===== src/rtl/imem_loader.sv =====
// imem_loader: write-side partner of the instruction memory.
// Takes a byte stream framed as {len_lo, len_hi, 4*N payload bytes}. It assembles
// little-endian 32-bit words and drives the imem write port. The core is held in
// reset (cpu_hold) until the image has been fully written.
// Optional feature macro: IMEM_LOADER_CHECKSUM_EN adds a trailing mod-256 checksum byte.
//
// Handshake: a byte is consumed on a rising edge where in_valid & in_ready are both 1.
// in_ready depends only on internal state, never on in_valid, and in_data must be
// stable while in_valid is 1.
module imem_loader #(
  parameter int ADDR_W = 10
) (
  input  logic              clk,
  input  logic              reset,
  input  logic              start,
  input  logic              in_valid,
  input  logic [7:0]        in_data,
  output logic              in_ready,
  output logic              we,
  output logic [31:0]       waddr,
  output logic [31:0]       wdata,
  output logic              busy,
  output logic              done,
  output logic              error,
  output logic              cpu_hold,
  output logic [ADDR_W:0]   words_loaded,
  output logic [2:0]        dbg_state
);

  typedef enum logic [2:0] {
    S_IDLE   = 3'd0,
    S_LEN_LO = 3'd1,
    S_LEN_HI = 3'd2,
    S_DATA   = 3'd3,
    S_CHK    = 3'd4,
    S_DONE   = 3'd5,
    S_ERROR  = 3'd6
  } state_t;

  // Largest legal image, in words.
  localparam int unsigned CAP = 32'd1 << ADDR_W;
  localparam logic [ADDR_W:0] ONE_W = 1;

  // State that follows the final payload write (or a zero-length header).
`ifdef IMEM_LOADER_CHECKSUM_EN
  localparam state_t S_FIN = S_CHK;
`else
  localparam state_t S_FIN = S_DONE;
`endif

  state_t            state_q, state_d;
  logic [7:0]        len_lo;
  logic [ADDR_W:0]   len_words;
  logic [ADDR_W:0]   word_idx;
  logic [1:0]        byte_sel;
  logic [23:0]       asm_buf;
  logic [15:0]       n16;
  logic              accept;
  logic              last_we;
  logic              start_ok;
`ifdef IMEM_LOADER_CHECKSUM_EN
  logic [7:0]        sum;
`endif

  assign accept   = in_valid & in_ready;
  assign n16      = {in_data, len_lo};
  // The write cycle of the final word; all payload bytes have been consumed.
  assign last_we  = we && (word_idx == len_words);
  assign start_ok = start && (state_q == S_IDLE || state_q == S_DONE || state_q == S_ERROR);

  // State register.
  always_ff @(posedge clk or posedge reset) begin
    if (reset) state_q <= S_IDLE;
    else       state_q <= state_d;
  end

  // Next-state and in_ready decode.
  always_comb begin
    state_d  = state_q;
    in_ready = 1'b0;
    case (state_q)
      S_IDLE, S_DONE, S_ERROR: begin
        if (start) state_d = S_LEN_LO;
      end
      S_LEN_LO: begin
        in_ready = 1'b1;
        if (in_valid) state_d = S_LEN_HI;
      end
      S_LEN_HI: begin
        in_ready = 1'b1;
        if (in_valid) begin
          if (n16 == 16'd0)              state_d = S_FIN;
          else if ({16'd0, n16} > CAP)   state_d = S_ERROR;
          else                           state_d = S_DATA;
        end
      end
      S_DATA: begin
        // Stop taking bytes once the whole payload is in; wait out the last write.
        in_ready = (word_idx != len_words);
        if (last_we) state_d = S_FIN;
      end
`ifdef IMEM_LOADER_CHECKSUM_EN
      S_CHK: begin
        in_ready = 1'b1;
        if (in_valid) state_d = (in_data == sum) ? S_DONE : S_ERROR;
      end
`endif
      default: state_d = S_IDLE;
    endcase
  end

  // Length capture, word assembly and the imem write port.
  always_ff @(posedge clk or posedge reset) begin
    if (reset) begin
      len_lo    <= '0;
      len_words <= '0;
      word_idx  <= '0;
      byte_sel  <= '0;
      asm_buf   <= '0;
      we        <= 1'b0;
      waddr     <= '0;
      wdata     <= '0;
`ifdef IMEM_LOADER_CHECKSUM_EN
      sum       <= '0;
`endif
    end else begin
      we <= 1'b0;
      if (start_ok) begin
        word_idx <= '0;
        byte_sel <= '0;
`ifdef IMEM_LOADER_CHECKSUM_EN
        sum      <= '0;
`endif
      end
      if (state_q == S_LEN_LO && accept) len_lo <= in_data;
      // Oversized counts are truncated here but go to ERROR, so the value is never used.
      if (state_q == S_LEN_HI && accept) len_words <= (ADDR_W+1)'(n16);
      if (state_q == S_DATA && accept) begin
        byte_sel <= byte_sel + 2'd1;
`ifdef IMEM_LOADER_CHECKSUM_EN
        sum      <= sum + in_data;
`endif
        if (byte_sel == 2'd3) begin
          // Fourth byte: latch the complete word; the next word builds in asm_buf.
          wdata    <= {in_data, asm_buf};
          waddr    <= 32'({word_idx[ADDR_W-1:0], 2'b00});
          we       <= 1'b1;
          word_idx <= word_idx + ONE_W;
        end else begin
          asm_buf[8*byte_sel +: 8] <= in_data;
        end
      end
    end
  end

  // Status outputs decoded from the state.
  always_comb begin
    busy         = (state_q == S_LEN_LO) || (state_q == S_LEN_HI) ||
                   (state_q == S_DATA)   || (state_q == S_CHK);
    done         = (state_q == S_DONE);
    error        = (state_q == S_ERROR);
    cpu_hold     = (state_q != S_DONE);
    words_loaded = word_idx;
    dbg_state    = state_q;
  end

endmodule


===== config.mk =====
export PLATFORM = sky130hd
export DESIGN_NAME = imem_loader
export DESIGN_NICKNAME = d
export VERILOG_FILES = /design/src/rtl/imem_loader.sv
export SDC_FILE = /design/constraint.sdc
export NUM_CORES = 1
export LEC_CHECK = 0
export CAP_MARGIN = 25
export CORE_MARGIN = 5
export CORE_UTILIZATION = 30
export CTS_CLUSTER_SIZE = 10
export DETAILED_ROUTE_END_ITERATION = 6
export PLACE_DENSITY = 0.6
export SLEW_MARGIN = 20
export SYNTH_ARGS = -nofsm -noshare
export SYNTH_HDL_FRONTEND = slang
export SYNTH_SLANG_ARGS = --single-unit

===== constraint.sdc =====
create_clock -name clk -period 9.7 [get_ports clk]
set_input_delay 2.91 -clock clk [delete_from_list [all_inputs] [get_ports clk]]
set_output_delay 2.91 -clock clk [all_outputs]
set_load 0.02 [all_outputs]

Word level (Yosys, flattened, before mapping). Cells that the tools add are included. Widths: inputs -> output; s select.

Add/sub/neg operators: 3. Bitwise logic cells: 2. $lt $le $gt $ge: 1. Shift-type cells: 2. Reduce and logical (&&, ||, !) cells: 18. Equality and inequality tests: 14. Multiplexer cells: 16.

Operators with widths (number): $neg 5->34 (1); $shift 8x34->24 const A (1); $shiftx 8x34->24 (1); $mux 11 (3); $bwmux 24 (1); $mux 3 (6); $gt 16x11->1 const B (1); $logic_not 16->1 (1); $pmux 3 s4 (1); $add 11x1->11 const B (1); $eq 11x11->1 (1); $ne 11x11->1 (1); $eq 3x3->1 const B (3); $ne 2x2->1 const B (4); $eq 3x2->1 const B (2); $logic_and 1x1->1 (5); $logic_or 1x1->1 (5); $mux 2 (2); $reduce_and 2->1 (2); $reduce_and 4->1 (1); $eq 3x1->1 const B (1); $logic_not 3->1 (1); $ne 3x3->1 const B (1); $reduce_or 3->1 (1); 8 further kinds (9).

Flip-flop bits (word level): 102. Output and inout port bits: 84. Input port bits: 12. Logic and storage cells: 65.

Longest topological paths before layout. Gate-level depths: netlist (run 1).

Depth after elaboration: 7. Mapped depth: 7. Depth with buffers taken out: 7.

Least setup slack after synthesis (run 1). OpenSTA, ideal clock, no wires.

Kind: register to output. Start point: register word_idx[4], in the netlist words_loaded[4]. End point: output in_ready. Required time: 6.790 ns. Path buffers: 0. Cell stages (with the launch flop): 5. Data arrival time: 1.355 ns. Setup slack: 5.435 ns. Cells stage by stage: dfrtp_1 xnor2_1 nand3_1 nor4_1 nor3_1.

Word-level cells in the longest chain between the ends: 2.

RTL lines: start, declared (RTL line 54) `logic [ADDR_W:0] word_idx;`; start signal, assigned (RTL line 148) `word_idx <= word_idx + ONE_W;`; $ne 11x11->1 (RTL line 99) `in_ready = (word_idx != len_words);`; $pmux 1 s2 (RTL line 81) `case (state_q)`; end, declared (RTL line 18) `output logic in_ready,`.

No other way between the ends.

Worst setup path in the final report (run 1). Same ends and word-level chain as after synthesis.

==> run_results.csv, run 1 <==
group,metric,value,unit
floorplan,core_region_area,16500,um2
clock_tree,cts_resized,0,
floorplan,initial_core_util,30.3,%
synthesis,synth_seq_cells,102,
floorplan,io_pins,96,
place,post_dp_cell_area,5770,um2
critical_path,cp.required,6.79,ns
synthesis,synth_cells,400,
flow_run,drv_cap,0,
synthesis,synth.cell_area,4990,um2
detailed_routing,via_count,3051,
synthesis,async_flop_share,100,%
synthesis,seq_area_frac_synth,51.2,%
timing,rsz0062_at_grt,"false",
place,pre_cts_ws,4.34,ns
finish,diodes,0,
synthesis,yosys_most_used_dff,"dfrtp_1",
finish,syn_to_final_growth,21.8,%
critical_path,critPathArrivalTime,2.28,ns
critical_path,slowest_delay,0.56,ns
finish,final_layout_size_suffix_gt1_share,18.0,%
timing,fin_skew,0.00771,ns
synthesis,yosysTopAreaCell,"dfrtp_1",
worst_hold_path,min_path_type,"register to register",
grt,overflow,0,
synthesis,synth_most_common_cell,"dfrtp_1",
clock_tree,clkLatencyLatePin,0.35,ns
detailed_routing,drtIter0Drc,163,
power_and_ir_drop,power.density,250,nW/um2
finish,design_area,6080,um2
place,dp_hpwl,7710,um
grt,antenna_found_initial,0,
critical_path,critPathLaunch,"words_loaded[4]",
clock_tree,cts_hold_buf,0,
critical_path,regToRegStartpoint,"dbg_state[2]",
detailed_routing,drc,0,
timing,min_period_over_period,53.5,%
critical_path,worstPathCellList,"xnor2_1 -> nand3_1 -> nor4_1 -> nor3_1 -> clkdlybuf4s50_1",
floorplan,fp-row-count,47,
timing,maxSlewViolCount,0,
critical_path,end_kind,"output pin",
synthesis,synth_top_area_share,51.2,%
timing,fin_crit,5.19,ns
clock_tree,cts_num_sinks,102,
status,status,"completed",
timing,hold_viol,0,
finish,nFillCells,1617,
grt,grt_pass1_wl,17700,um
timing,max_freq,0.193,GHz
synthesis,yosysWarnings,0,
timing,fin_ws,4.51,ns
detailed_routing,first_pass_iters,4,
critical_path,crit_fanout,8,
place,io_buffer_count,73,
finish,regArea,2550,um2
detailed_routing,avgRoutedWirePerCell,15.5,um
synthesis,synth_cell_types,46,
floorplan,die_w,139,um
timing,setup-tns-final,0,ns
critical_path,r2r_cells,5,
power_and_ir_drop,p_leak,0.00298,uW
critical_path,ff2ff_setup_slack,7.01,ns
critical_path,reg2reg_to,"asm_buf[15]",
power_and_ir_drop,irDropWorstVdd,148,uV
critical_path,critPathKind,"register to output pin",
clock_tree,cts_root_buf,"clkbuf_16",
critical_path,slowest_stage,"clkdlybuf4s50_1",
critical_path,start_kind,"register",
synthesis,synth_edf_count,0,
clock_tree,cts_max_level,3,
power_and_ir_drop,p_total,1520,uW
clock_tree,clk_pin_slew,0.07,ns
detailed_routing,wirelength,10800,um
finish,nets,486,
synthesis,synthTopCellsByArea,"dfrtp_1 (51%), mux2_4 (12%), mux2i_1 (6.4%), mux2_2 (5.4%), buf_4 (3.5%)",
clock_tree,tritoncts,"done",
clock_tree,cts-buffers-inserted,9,
worst_hold_path,worst_hold_path.num_cells,1,
grt,first_global_vias,3250,
finish,multi_input_area,2060,um2
synthesis,synth_common_cells,"dfrtp_1 (102), mux2_4 (39), nand2_1 (39), mux2i_1 (32), inv_1 (31)",
timing,worstMarginPinSlew,0.892,ns
clock_tree,post_cts_buffers,0,
floorplan,die_area,19300,um2
critical_path,cp-endpoint,"in_ready",
timing,setup_viol,0,
detailed_routing,viasPerCell,4.40,
clock_tree,clock_path_buffers,2,
detailed_routing,ant_nets,0,
place,gp_congestion,0.807,
timing,slew_headroom,40.3,%
floorplan,die_h,139,um
grt,grt_use_total,11.5,%
synthesis,avgSynthCellArea,12.5,um2
grt,grt_max_degree,56,
[routing by layer]
| layer | track usage [%] | vias up | share of wire [%] |
|---|---|---|---|
| met1 | 14.9 | 1513 | 46 |
| met3 | 3.66 | 14 | 4.9 |
| met4 | 3.30 | 0 | 1.7 |
| met5 | 0 | - | 0 |
| li1 | - | 1446 | - |
| met2 | 18.5 | 78 | 47 |
[cell usage in the layout, fill, tap and decap left out, types with 2 or more instances in the layout]
master,netlist,final
and3_1,2,2
nand3_1,8,8
nand2_1,39,39
o31ai_1,3,3
nor2_1,10,10
ha_1,6,6
nand2b_1,2,2
clkdlybuf4s50_1,0,73
dfrtp_1,102,102
clkinv_4,0,3
xor2_1,2,2
conb_1,1,22
o21ai_0,5,5
mux2_4,39,39
nand4_1,6,6
nand3b_1,4,4
mux2i_1,32,32
a21o_1,2,2
nor3_1,9,9
nor4_1,3,3
mux2_2,24,24
inv_1,31,30
xnor2_1,13,13
clkbuf_16,0,9
[final cells by class]
cell class | instances | area share (%)
clock inverter | 5 | 1.11
tap | 220 | 4.53
sequential | 102 | 42.0
clock buffer | 11 | 3.99
timing repair buffer | 75 | 12.5
multi-input combinational | 249 | 34.0
inverter | 31 | 1.96
[flip-flops by register name (all words and copies together) (netlist names)]
name,cells
len_lo,8
dbg_state,3
words_loaded,11
we,1
wdata,32
waddr,10
asm_buf,24
byte_sel,2
len_words,11
[per-stage QoR]
stage | hold WS [ns] | cells | util (%)
after CTS | 0.510 | 693 | 36.9
after floorplan | 0.482 | 421 | -
after detailed placement | 0.493 | 677 | 35.0
after global placement | 0.492 | 676 | 34.9
final | 0.504 | 693 | 36.9
after global routing | 0.518 | 693 | 36.9
[kinds of logic after synthesis]
group           Yosys count  synth area share (%)
compound gates           21                  2.98
xor+xnor                 15                  2.63
other cells               1                0.0752
mux                      95                  23.6
fa+ha+maj                 6                  1.50
simple gates             90                  9.03
flops                   102                  51.2
buf+inv                  70                  9.05
[power by group]
part	leakage [uW]	internal, uW	total [uW]	switching (uW)
combinational	0.00151	252	497	245
sequential	0.00132	548	651	103
clock	0.000152	210	371	161
total	0.00298	1010	1520	508
[critical path, delay by kind of cell, from the launching register on]
| family | cells | cell delay, ns |
|---|---|---|
| and+or+nand+nor | 3 | 0.70 |
| DFF | 1 | 0.52 |
| xor gates and xnor gates | 1 | 0.16 |
| buffers and inverters | 1 | 0.56 |
[worst min path at each step]
stage                           start     endpoint  slack, ns
final                       waddr[11]    waddr[11]       0.50
after global routing       asm_buf[4]     wdata[4]       0.52
after CTS                  asm_buf[4]     wdata[4]       0.51
after detailed placement   asm_buf[4]     wdata[4]       0.49
after global placement     asm_buf[5]     wdata[5]       0.49
after floorplan           asm_buf[15]  asm_buf[15]       0.48
Power figures use the tool's default switching activity.
==> run 2: changes to the inputs <==
clock period = 4.9 ns   (was 9.7 ns; I/O delays follow)
==> run 2 against run 1 <==
- utilization decreased by 0.22 points
- global-route usage about the same
- routed wire length grew 0.64%
- total power increased by 96%
- sequential power is 98% higher
- sequential cell count unchanged
- worst hold slack improved by 0.0033 ns
- clock power is 87% higher
- via count is 0.13% higher
- non-clock buffer count unchanged
- design area is 0.60% lower
- die area stayed put
- critical endpoint unchanged
- highest routed layer unchanged
==> run_results.csv, run 2 (synthesized netlist as in run 1, its figures left out) <==
group,metric,value,unit
status,status,"completed",
clock_tree,cts_num_sinks,102,
clock_tree,clock_path_buffers,2,
critical_path,end_kind,"output pin",
clock_tree,cts-buffers-inserted,9,
timing,worstMarginPinSlew,0.937,ns
grt,grt_max_degree,69,
timing,slew_headroom,37.3,%
grt,grt_use_total,11.5,%
clock_tree,cts_resized,0,
finish,largest-register,"wdata",
critical_path,cp.required,3.43,ns
finish,diodes,0,
timing,hold_viol,0,
detailed_routing,via_count,3055,
critical_path,ff2ff_setup_slack,2.21,ns
floorplan,die_area,19300,um2
detailed_routing,wirelength,10800,um
timing,min_period_over_period,77.4,%
place,gp_congestion,0.806,
finish,final_common_cell,"dfrtp_1",
place,dp.cells,677,
critical_path,crit_fanout,8,
grt,overflow,0,
detailed_routing,avgRoutedWirePerCell,15.6,um
detailed_routing,drtIter0Drc,155,
finish,layout_common_cells,"dfrtp_1 (102), clkdlybuf4s50_1 (73), nand2_1 (39), mux2_4 (39), mux2i_1 (32)",
timing,setup_viol,0,
finish,largestRegisters,"wdata x32, asm_buf x24",
floorplan,fp-row-count,47,
timing,maxSlewViolCount,0,
finish,nets,486,
floorplan,die_h,139,um
finish,final_layout_size_suffix_gt1_share,18.2,%
place,io_buffer_count,73,
place,dp_hpwl,7750,um
timing,fin_skew,0.00651,ns
clock_tree,tritoncts,"done",
power_and_ir_drop,p_leak,0.00296,uW
detailed_routing,ant_nets,0,
timing,max_freq,0.264,GHz
detailed_routing,viasPerCell,4.41,
clock_tree,clk_pin_slew,0.07,ns
critical_path,critPathArrivalTime,2.32,ns
finish,final_cells,693,
finish,largest_reg_flops,32,
timing,setup-tns-final,0,ns
grt,first_global_vias,3326,
clock_tree,clkLatencyLatePin,0.35,ns
power_and_ir_drop,irDropWorstVdd,369,uV
floorplan,initial_core_util,30.3,%
clock_tree,cts_max_level,3,
clock_tree,cts_hold_buf,0,
grt,antenna_found_initial,0,
clock_tree,post_cts_buffers,0,
critical_path,critPathKind,"register to output pin",
flow_run,drv_cap,0,
detailed_routing,first_pass_iters,4,
critical_path,start_kind,"register",
finish,syn_to_final_growth,21.1,%
worst_hold_path,min_path_type,"register to register",
detailed_routing,drc,0,
floorplan,core_region_area,16500,um2
floorplan,die_w,139,um
grt,grt_pass1_wl,17900,um
clock_tree,cts_root_buf,"clkbuf_16",
timing,fin_crit,3.79,ns
timing,rsz0062_at_grt,"false",
floorplan,io_pins,96,
power_and_ir_drop,power.density,492,nW/um2
## run 2: cell count changes in the layout (fill, tap and decap cells not counted), sizes merged
cell and change:
bufinv -1, clkinv -2, clkbuf -2, inv +4, clkinvlp +1
## run 2: worst paths after layout
check / cells past startpoint / start / end
max in group asynchronous: 3 / reset / asm_buf[0]
hold reg to reg: 1 / asm_buf[5] / wdata[5]
min in group asynchronous: 2 / reset / wdata[20]
hold / removal: 1 / asm_buf[5] / wdata[5]
setup / recovery: 5 / words_loaded[4] / in_ready
setup reg to reg: 5 / dbg_state[2] / asm_buf[15]
## run 2: layer usage
| layer | global-route usage [%] | up-vias | routed length [um] |
|---|---|---|---|
| met1 | 14.7 | 1487 | 4820 |
| met3 | 3.76 | 18 | 602 |
| met4 | 3.24 | 0 | 181 |
| li1 | - | 1454 | - |
| met5 | 0 | - | 0 |
| met2 | 18.9 | 96 | 5220 |
## run 2: final cells by class
type                            count  area [um2]
Clock buffer                        9         225
Clock inverter                      7        61.3
Fill cell                        1614       10400
Inverter                           31         119
Multi-Input combinational cell    249        2060
Sequential cell                   102        2550
Tap cell                          220         275
Timing Repair Buffer               75         746
## run 2: critical path: stages (launching register included)
cell	delay, ns
dfrtp_1	0.53
xnor2_1	0.17
nand3_1	0.18
nor4_1	0.42
nor3_1	0.12
clkdlybuf4s50_1	0.56
## run 2: where the power goes
part | switching (uW) | internal (uW) | leakage [uW]
Clock | 337 | 357 | 0.000141
Sequential | 203 | 1090 | 0.00132
Combinational | 491 | 498 | 0.00151
Total | 1030 | 1940 | 0.00296
## run 2: per-stage QoR
stage | instance area (um2) | setup slack (ns) | hold WS [ns] | power, uW | util [%]
after floorplan | 5070 | 0.755 | 0.482 | 1970 | -
final | 6040 | 1.11 | 0.508 | 2970 | 36.7
after global placement | 5760 | 1.04 | 0.493 | 2270 | 35.0
after global routing | 6040 | 0.954 | 0.529 | 3170 | 36.7
after CTS | 6040 | 1.07 | 0.509 | 3010 | 36.7
after detailed placement | 5760 | 0.993 | 0.491 | 2300 | 35.0
==> run 3: changes to the inputs <==
clock period = 3.6 ns   (was 4.9 ns; I/O delays follow)
==> run 3 against run 2 <==
- clock power increased by 46%
- global-route usage is 0.084 points higher
- design area increased by 2.6%
- critical path type unchanged
- critical endpoint unchanged
==> run_results.csv, run 3 (synthesized netlist as in run 1, its figures left out) <==
group,metric,value,unit
power_and_ir_drop,irDropWorstVdd,418,uV
critical_path,critPathArrivalTime,2.28,ns
timing,min_period_over_period,93.4,%
worst_hold_path,min_path_type,"register to register",
finish,final_common_cell,"dfrtp_1",
grt,overflow,0,
power_and_ir_drop,p_leak,0.00305,uW
clock_tree,tritoncts,"done",
floorplan,initial_core_util,30.3,%
place,gp_congestion,0.804,
finish,diodes,0,
finish,syn_to_final_growth,24.3,%
timing,maxSlewViolCount,0,
finish,nFillCells,1608,
finish,largest_reg_flops,32,
detailed_routing,wirelength,11000,um
critical_path,critPathKind,"register to output pin",
finish,nets,500,
timing,setup_viol,0,
floorplan,die_h,139,um
finish,fin_util,37.7,%
floorplan,io_pins,96,
clock_tree,cts_hold_buf,0,
critical_path,slowest_stage,"clkdlybuf4s50_1",
finish,final_layout_size_suffix_gt1_share,20.5,%
floorplan,fp-row-count,47,
grt,grt_max_degree,46,
detailed_routing,avgRoutedWirePerCell,15.5,um
detailed_routing,first_pass_iters,4,
grt,grt_use_total,11.6,%
grt,antenna_found_initial,0,
critical_path,cp.required,2.52,ns
floorplan,core_region_area,16500,um2
clock_tree,clock_path_buffers,2,
critical_path,slowest_delay,0.56,ns
clock_tree,cts_num_sinks,102,
critical_path,critPathBufInv,1,
detailed_routing,via_count,3101,
critical_path,end_kind,"output pin",
clock_tree,clk_pin_slew,0.07,ns
timing,worstMarginPinSlew,0.844,ns
timing,rsz0062_at_grt,"false",
detailed_routing,ant_nets,0,
clock_tree,post_cts_buffers,0,
grt,grt_pass1_wl,18000,um
timing,hold_viol,0,
detailed_routing,drc,0,
flow_run,drv_cap,0,
critical_path,start_kind,"register",
floorplan,die_area,19300,um2
critical_path,worstPathCellList,"xnor2_1 -> nand4_1 -> nor4_1 -> nor3_1 -> clkdlybuf4s50_1",
finish,layout_common_cells,"dfrtp_1 (102), clkdlybuf4s50_1 (73), nand2_1 (39), mux2_4 (39), mux2i_1 (32)",
clock_tree,cts_max_level,3,
timing,max_freq,0.297,GHz
timing,fin_skew,0.00866,ns
place,io_buffer_count,73,
status,status,"completed",
clock_tree,cts-buffers-inserted,9,
finish,largest-register,"wdata",
clock_tree,cts_root_buf,"clkbuf_16",
critical_path,critPathTopFamily,"simple AND/OR/NAND/NOR gates",
place,dp_hpwl,8060,um
floorplan,die_w,139,um
timing,fin_crit,3.36,ns
timing,slew_headroom,43.3,%
finish,largestRegisters,"wdata x32, asm_buf x24",
detailed_routing,drtIter0Drc,145,
clock_tree,cts_resized,0,
power_and_ir_drop,power.density,668,nW/um2
critical_path,crit_fanout,6,
grt,first_global_vias,3322,
timing,setup-tns-final,0,ns
detailed_routing,viasPerCell,4.39,
clock_tree,clkLatencyLatePin,0.35,ns
==> run 3: cell count changes in the layout (fill, tap and decap cells not counted) <==
cell | before | now
inv_8 | 2 | 1
buf_4 | 2 | 14
clkinv_8 | 0 | 1
bufinv_16 | 0 | 1
buf_12 | 0 | 2
inv_4 | 1 | 0
==> run 3: worst paths after layout <==
path	cells after the start	from	slack (ns)	end
worst min register to register	1	asm_buf[9]	0.51	wdata[9]
min in group asynchronous	2	reset	1.19	waddr[6]
max in group asynchronous	3	reset	1.77	len_words[8]
worst min-delay path	1	asm_buf[9]	0.51	wdata[9]
worst max register to register	5	dbg_state[2]	1.32	wdata[2]
worst max-delay path	5	words_loaded[9]	0.24	in_ready
==> run 3: area by class of cell <==
class                      instances  area (um2)  area share, %
tap                              220         275           4.44
timing repair buffer              89         876           14.1
multi-input combinational        249        2060           33.3
inverter                          31         120           1.94
sequential                       102        2550           41.2
clock inverter                     7        88.8           1.43
clock buffer                       9         225           3.63
==> run 3: stage by stage <==
stage | hold slack [ns] | std cells | setup slack [ns] | cell area, um2 | total power (uW)
after floorplan | 0.482 | 421 | 1.16 | 5070 | 2680
after global placement | 0.492 | 691 | 0.502 | 5890 | 3120
after detailed placement | 0.491 | 691 | 0.448 | 5890 | 3170
after CTS | 0.508 | 707 | 0.244 | 6200 | 4200
after global routing | 0.522 | 707 | 0.0875 | 6200 | 4410
final | 0.506 | 707 | 0.238 | 6200 | 4150
==> run 3: layer usage <==
layer | vias to the layer above | GRT usage (%) | part of all wire (%)
met5 | - | 0 | 0
met4 | 0 | 2.83 | 0.97
met3 | 12 | 3.55 | 4.7
met2 | 77 | 19.3 | 48
met1 | 1537 | 14.9 | 46
li1 | 1475 | - | -
==> run 3: report_power, final <==
group,switching [uW],internal [uW]
clock network,456,556
logic,681,699
registers,276,1480
